[src/rtl/player_controller.sv]
// Player column controller: tracks the player's row on an 8-row LED column,
// applies one-row moves on button rising edges, freezes while firing, and
// handles projectile hits with a blinking invulnerable window and a lives count.
module player_controller #(
    parameter int unsigned START_POS    = 3,
    parameter int unsigned LIVES        = 3,
    parameter int unsigned FLASH_CYCLES = 8
) (
    input  logic       rst,
    input  logic       clk,
    input  logic       button_up,
    input  logic       button_down,
    input  logic       is_firing,
    input  logic       projectile,
    output logic [7:0] data_out
);

    localparam int unsigned FW = (FLASH_CYCLES > 1) ? $clog2(FLASH_CYCLES) : 1;

    typedef enum logic [1:0] {
        ALIVE = 2'd0,
        HIT   = 2'd1,
        DEAD  = 2'd2
    } state_t;

    state_t        state, state_n;
    logic [2:0]    pos, pos_n;
    logic [2:0]    lives, lives_n;
    logic [FW-1:0] flash_cnt, flash_cnt_n;
    logic          up_q, dn_q;
    logic          up_rise, dn_rise;

    assign up_rise = button_up & ~up_q;
    assign dn_rise = button_down & ~dn_q;

    // State and datapath registers; button samples refresh every cycle in all states
    always_ff @(posedge clk or posedge rst) begin
        if (rst) begin
            state     <= ALIVE;
            pos       <= 3'(START_POS);
            lives     <= 3'(LIVES);
            flash_cnt <= '0;
            up_q      <= 1'b0;
            dn_q      <= 1'b0;
        end else begin
            state     <= state_n;
            pos       <= pos_n;
            lives     <= lives_n;
            flash_cnt <= flash_cnt_n;
            up_q      <= button_up;
            dn_q      <= button_down;
        end
    end

    // Next-state logic: hit beats firing, firing beats movement
    always_comb begin
        state_n     = state;
        pos_n       = pos;
        lives_n     = lives;
        flash_cnt_n = flash_cnt;
        unique case (state)
            ALIVE: begin
                if (projectile) begin
                    lives_n = lives - 3'd1;
                    if (lives_n == 3'd0) begin
                        state_n = DEAD;
                    end else begin
                        state_n     = HIT;
                        flash_cnt_n = FW'(FLASH_CYCLES - 1);
                    end
                end else if (is_firing) begin
                    pos_n = pos;
                end else if (up_rise && dn_rise) begin
                    pos_n = pos;
                end else if (up_rise) begin
                    if (pos != 3'd7) pos_n = pos + 3'd1;
                end else if (dn_rise) begin
                    if (pos != 3'd0) pos_n = pos - 3'd1;
                end
            end
            HIT: begin
                if (flash_cnt == '0) begin
                    state_n = ALIVE;
                end else begin
                    flash_cnt_n = flash_cnt - FW'(1);
                end
            end
            DEAD: begin
                state_n = DEAD;
            end
            default: begin
                state_n = ALIVE;
            end
        endcase
    end

    // Column image decoded from registers only; blinks on flash_cnt[0] during HIT
    always_comb begin
        data_out = '0;
        unique case (state)
            ALIVE:   data_out = 8'd1 << pos;
            HIT:     data_out = flash_cnt[0] ? (8'd1 << pos) : 8'h00;
            DEAD:    data_out = 8'hFF;
            default: data_out = '0;
        endcase
    end

endmodule

[config.mk]
export PLATFORM = sky130hd
export DESIGN_NAME = player_controller
export DESIGN_NICKNAME = d
export VERILOG_FILES = /design/src/rtl/player_controller.sv
export SDC_FILE = /design/constraint.sdc
export NUM_CORES = 1
export LEC_CHECK = 0
export BUFFER_PORTS_ARGS = -buffer_cell sky130_fd_sc_hd__buf_2
export CORE_UTILIZATION = 30
export DETAILED_ROUTE_END_ITERATION = 10
export GPL_ROUTABILITY_DRIVEN = 0
export PLACE_DENSITY = 0.54
export REMOVE_ABC_BUFFERS = 1
export SLEW_MARGIN = 20
export SYNTH_ARGS = -nofsm -noshare
export SYNTH_HDL_FRONTEND = slang
export SYNTH_SLANG_ARGS = --single-unit
[constraint.sdc]
create_clock -name clk -period 2 [get_ports clk]
set_input_delay 0.4 -clock clk [delete_from_list [all_inputs] [get_ports clk]]
set_output_delay 0.4 -clock clk [all_outputs]
set_load 0.1 [all_outputs]
# --- After elaboration in Yosys (flattened, before gate mapping) ---
# Index checks and enable logic that the tools add are counted.
word_totals:
  out_inout_bits: 8
  inputBits: 6
  wordCells: 52
  register_bits: 13
op_classes:
  muxes: 14
  n_shift: 1
  n_bitwise: 7
  eq_ne: 8
  n_addsub: 4
  reduce_logical: 12
ops:
  columns: ["cell", "n"]
  rows:
  - ["$pmux W8 S3", 1]
  - ["$mux W3", 7]
  - ["$sub A3 B1 Y3 const B", 3]
  - ["$mux W8", 1]
  - ["$ne A2 B2 Y1 const B", 4]
  - ["$shl A1 B3 Y8 const A", 1]
  - ["$reduce_and A7 Y1", 1]
  - ["$logic_not A3 Y1", 2]
  - ["$mux W2", 3]
  - ["$pmux W2 S3", 1]
  - ["$pmux W3 S2", 1]
  - ["$reduce_bool A2 Y1", 3]
  - ["$not A1 Y1", 5]
  - ["$reduce_and A2 Y1", 2]
  - ["$reduce_and A4 Y1", 1]
  - ["$add A3 B1 Y3 const B", 1]
  - ["$ne A3 B3 Y1 const B", 1]
  - ["$reduce_bool A3 Y1", 1]
  - ["$and A1 B1 Y1", 2]
  - ["$eq A2 B1 Y1 const B", 1]
  - ["$eq A2 B2 Y1 const B", 1]
  - ["$logic_not A2 Y1", 1]
  - ["$ne A2 B1 Y1 const B", 1]
  - ["$logic_and A1 B1 Y1", 1]

# --- Depth between registers and ports, before layout ---
depth:
  depth_word: 5
  ltp_mapped: 6
  depth_no_buf: 6

# --- Least setup slack after synthesis ---
# No wires, ideal clock.
synth_timing:
  path_type: "reg-to-output"
  from: "register pos[0]"
  to: "output data_out[1]"
  path_buffers: 1
  setup_slack_ns: -0.887
  arrival_ns: 2.487
  stages_incl_launch_ff: 4
  path_cell_list: "dfstp_2 -> buf_6 -> or3b_1 -> a21oi_1"
synth_via:
  elab_chain_cells: 3
synth_lines:
  columns: ["element", "line", "source"]
  rows:
  - ["from (decl)", "27", "logic [2:0] pos, pos_n;"]
  - ["from (signal assigned)", "40", "pos <= 3'(START_POS);"]
  - ["from (signal assigned)", "47", "pos <= pos_n;"]
  - ["$shl A1 B3 Y8 *", "101, 102", null]
  - ["$mux W8", "102", "HIT: data_out = flash_cnt[0] ? (8'd1 << pos) : 8'h00;"]
  - ["$pmux W8 S3 *", "100", "unique case (state)"]
  - ["to (decl)", "15", "output logic [7:0] data_out"]
# Every way passes the cells marked *; elsewhere a longest branch is shown, timed or not.

# --- Worst setup path after layout ---
# Ends and elaborated chain as after synthesis.

==> results.md <==
- Clk sinks: 13
- Remaining Overflow, GRT: 0
- Setup WS pre-CTS: about 0.14 ns
- Hold Crit Class: in -> async
- Worst EP arrival: approximately 1.6 ns
- Crit path from: pos[0]
- Slowest cell on the critical path: dfstp_2
- Reg clk slew, reported paths: about 0.08 ns
- Top cells by area, synth: dfrtp_1 (27%), dfstp_2 (13%), a21oi_1 (6.7%)
- EDFF count, synth: 0
- Die height: 54.4 um
- CP Launch Type: flip-flop
- # port buffers: 13
- First drt pass iteration count: 2
- FF+latch count, synth: 13
- Initial Utilization: 0.324
- Dpl cell area: between 1000 and 1500 sq um
- Fin. max-slew vios: 0
- Antenna cells: 0
- Row count: 18
- Dpl cells: roughly 120
- Worst Reg-to-Reg Cells: 6
- Max-cap violation count: 0
- Final Cycle Share: 1.01
- CTS root buf: clkbuf_4
- WL/cell: ~11 um
- DRT antenna net count: 0
- Ports: 14
- Syn Std Cell Area: between 800 and 900 sq um
- Async set or reset register ratio after synthesis: 1.00
- Final WS setup: -0.0160 ns
- Nets@finish: 111
- CTS Buf Count: 3
- Layout cells sized above 1: 0.343
- Drt drc: 0
- 1st-iter DRT viols: 3
- Final instance area: about 1100 sq um
- CP endpoint kind: output port
- Main synth FF type: dfrtp_1
- First-pass GRT wire length: approximately 2.4 mm
- Finish-stage setup viols: 1
- Setup CP Type: reg -> out
- Layout area overhead: 29.8%
- DP HPWL: 1.09 mm
- Core area: about 2500 sq um
- Via count: around 600
- Largest net degree at the start of global routing: 14
- Crit path buffers/inverters: 1
- Post-Route Utilization: 0.420
- Initial antenna violation count: 0
- Seq/Total Area, Yosys: 0.401
- Vias in the first global route: approximately 540
- CP max FO: 8
- Slew HR: 0.678
- Worst reg2reg setup slack: about 0.29 ns
- DR top layer: met4
- Share of the synthesized area in the top cell type: 0.274
- Min Tclk post-route: ~2.0 ns
- Clock Latency Late Sink: ~0.27 ns
- Routed wire length: around 1.4 mm
- Failing checks: negative setup slack
- Slew @ Worst Pin: between 0.4 and 0.5 ns
- Clock Skew: 0.00316 ns
- Synth warnings: 0
- Reg2reg start: up_q
- Die width: 54.4 um
- Total GRT Usage: 0.116
- Met2 Routed Length: between 600 and 700 um
- CTS Hold Bufs: 0
- TritonCTS clock tree: done
- Status: finished with violations
- Die ar.: approximately 3000 sq um
- Cell Chain, Critical Path: or3b_1, a21oi_2, buf_12
- Syn Area/Cell: between 10 and 15 sq um
- Endpoints failing hold: 0
- Synth area leader: dfrtp_1
- CP peak stage delay: about 0.6 ns
- Worst R2R End: pos[2]
- RSZ-0062 raised after global routing: yes
- WL met3: 45 um
- Most frequent cells in the layout: a21oi_1 (10), inv_1 (8), dfrtp_1 (8), nor2_1 (7), buf_12 (7)
- Final Instance Count excl. Fillers: ~130
- Worst Path Required: between 1.5 and 2 ns
- M1 wire length: 693 um
- F_max: 496 MHz
- Synthesized instance count: 81
- # H-tree levels: 1
- Distinct cells, synth: 31
- Most common cell after layout, fill and taps aside: a21oi_1
- CP top delay family: flip-flops
- Clock Path Buffers: 2
- Vias per cell: between 4 and 5
[worst register-to-register path, delay by kind of cell, from the launching register on]
family / cells / cell delay (ns)
flops: 1 / 0.37
compound gates: 1 / 0.11
buf+inv: 1 / 0.13
simple gates: 2 / 0.48
fa+ha+maj: 1 / 0.39
xor+xnor: 1 / 0.14
[routing by layer]
metal | vias to the layer above | track usage
met5 | - | 0
met4 | 0 | 0.0769
met3 | 4 | 0.0194
met2 | 10 | 0.185
met1 | 281 | 0.142
li1 | 312 | -
[cells by family (layout without fill, tap and decap cells)]
logic type,count (synthesis),in the layout,synth area share
and+or+nand+nor,29,29,0.245
AOI/OAI and AO/OA,17,17,0.128
DFF,13,13,0.401
buffers and inverters,10,28,0.0593
xor gates and xnor gates,6,6,0.0638
adders and majority gates,5,5,0.0851
muxes,1,1,0.0182
[final cells by class]
class,count,area (sq um)
timing repair buffer,16,195
sequential,13,332
inverter,8,30.0
fill,255,1480
multi-input combinational,58,448
clock buffer,4,26.3
tap,30,37.5
[metrics by stage]
| step | setup TNS (ns) | hold WS (ns) |
|---|---|---|
| CTS | -0.0251 | 0.151 |
| global route | -0.0957 | 0.194 |
| detailed placement | 0 | 0.454 |
| global placement | 0 | 0.453 |
| floorplan | -4.73 | 0.274 |
| finish | -0.0160 | 0.130 |
[repair_timing]
item	in CTS	in global routing
gates resized for setup	2	1
buffers inserted	1	1
setup endpoints to repair	2	5
pin swaps	1	0
[synth_stat cells, types with 2 or more instances]
library cell,count
a21oi_1,11
dfrtp_1,9
inv_1,8
nor2_1,7
xnor2_1,5
dfstp_2,4
ha_1,4
nand3b_1,3
nor3_1,3
a21boi_2,2
nand2b_1,2
nor2b_1,2
nor3_2,2
or3b_1,2
[worst max path at each step]
stage	endpoint	slack [ns]	depth (start not counted)
CTS	data_out[1]	-0.03	3
detailed placement	pos[2]	0.14	7
global route	data_out[1]	-0.07	3
floorplan	data_out[1]	-0.85	2
finish	data_out[1]	-0.02	3
global placement	data_out[1]	0.16	3
[registers in the layout, summed over array words and instances, names as in the netlist]
register and count:
pos 3, state 2, flash_cnt 3, lives 3
dn_q 1, up_q 1
Power is not shown: default switching activity piles up to over one toggle a cycle in this logic, so the estimate is an artifact.
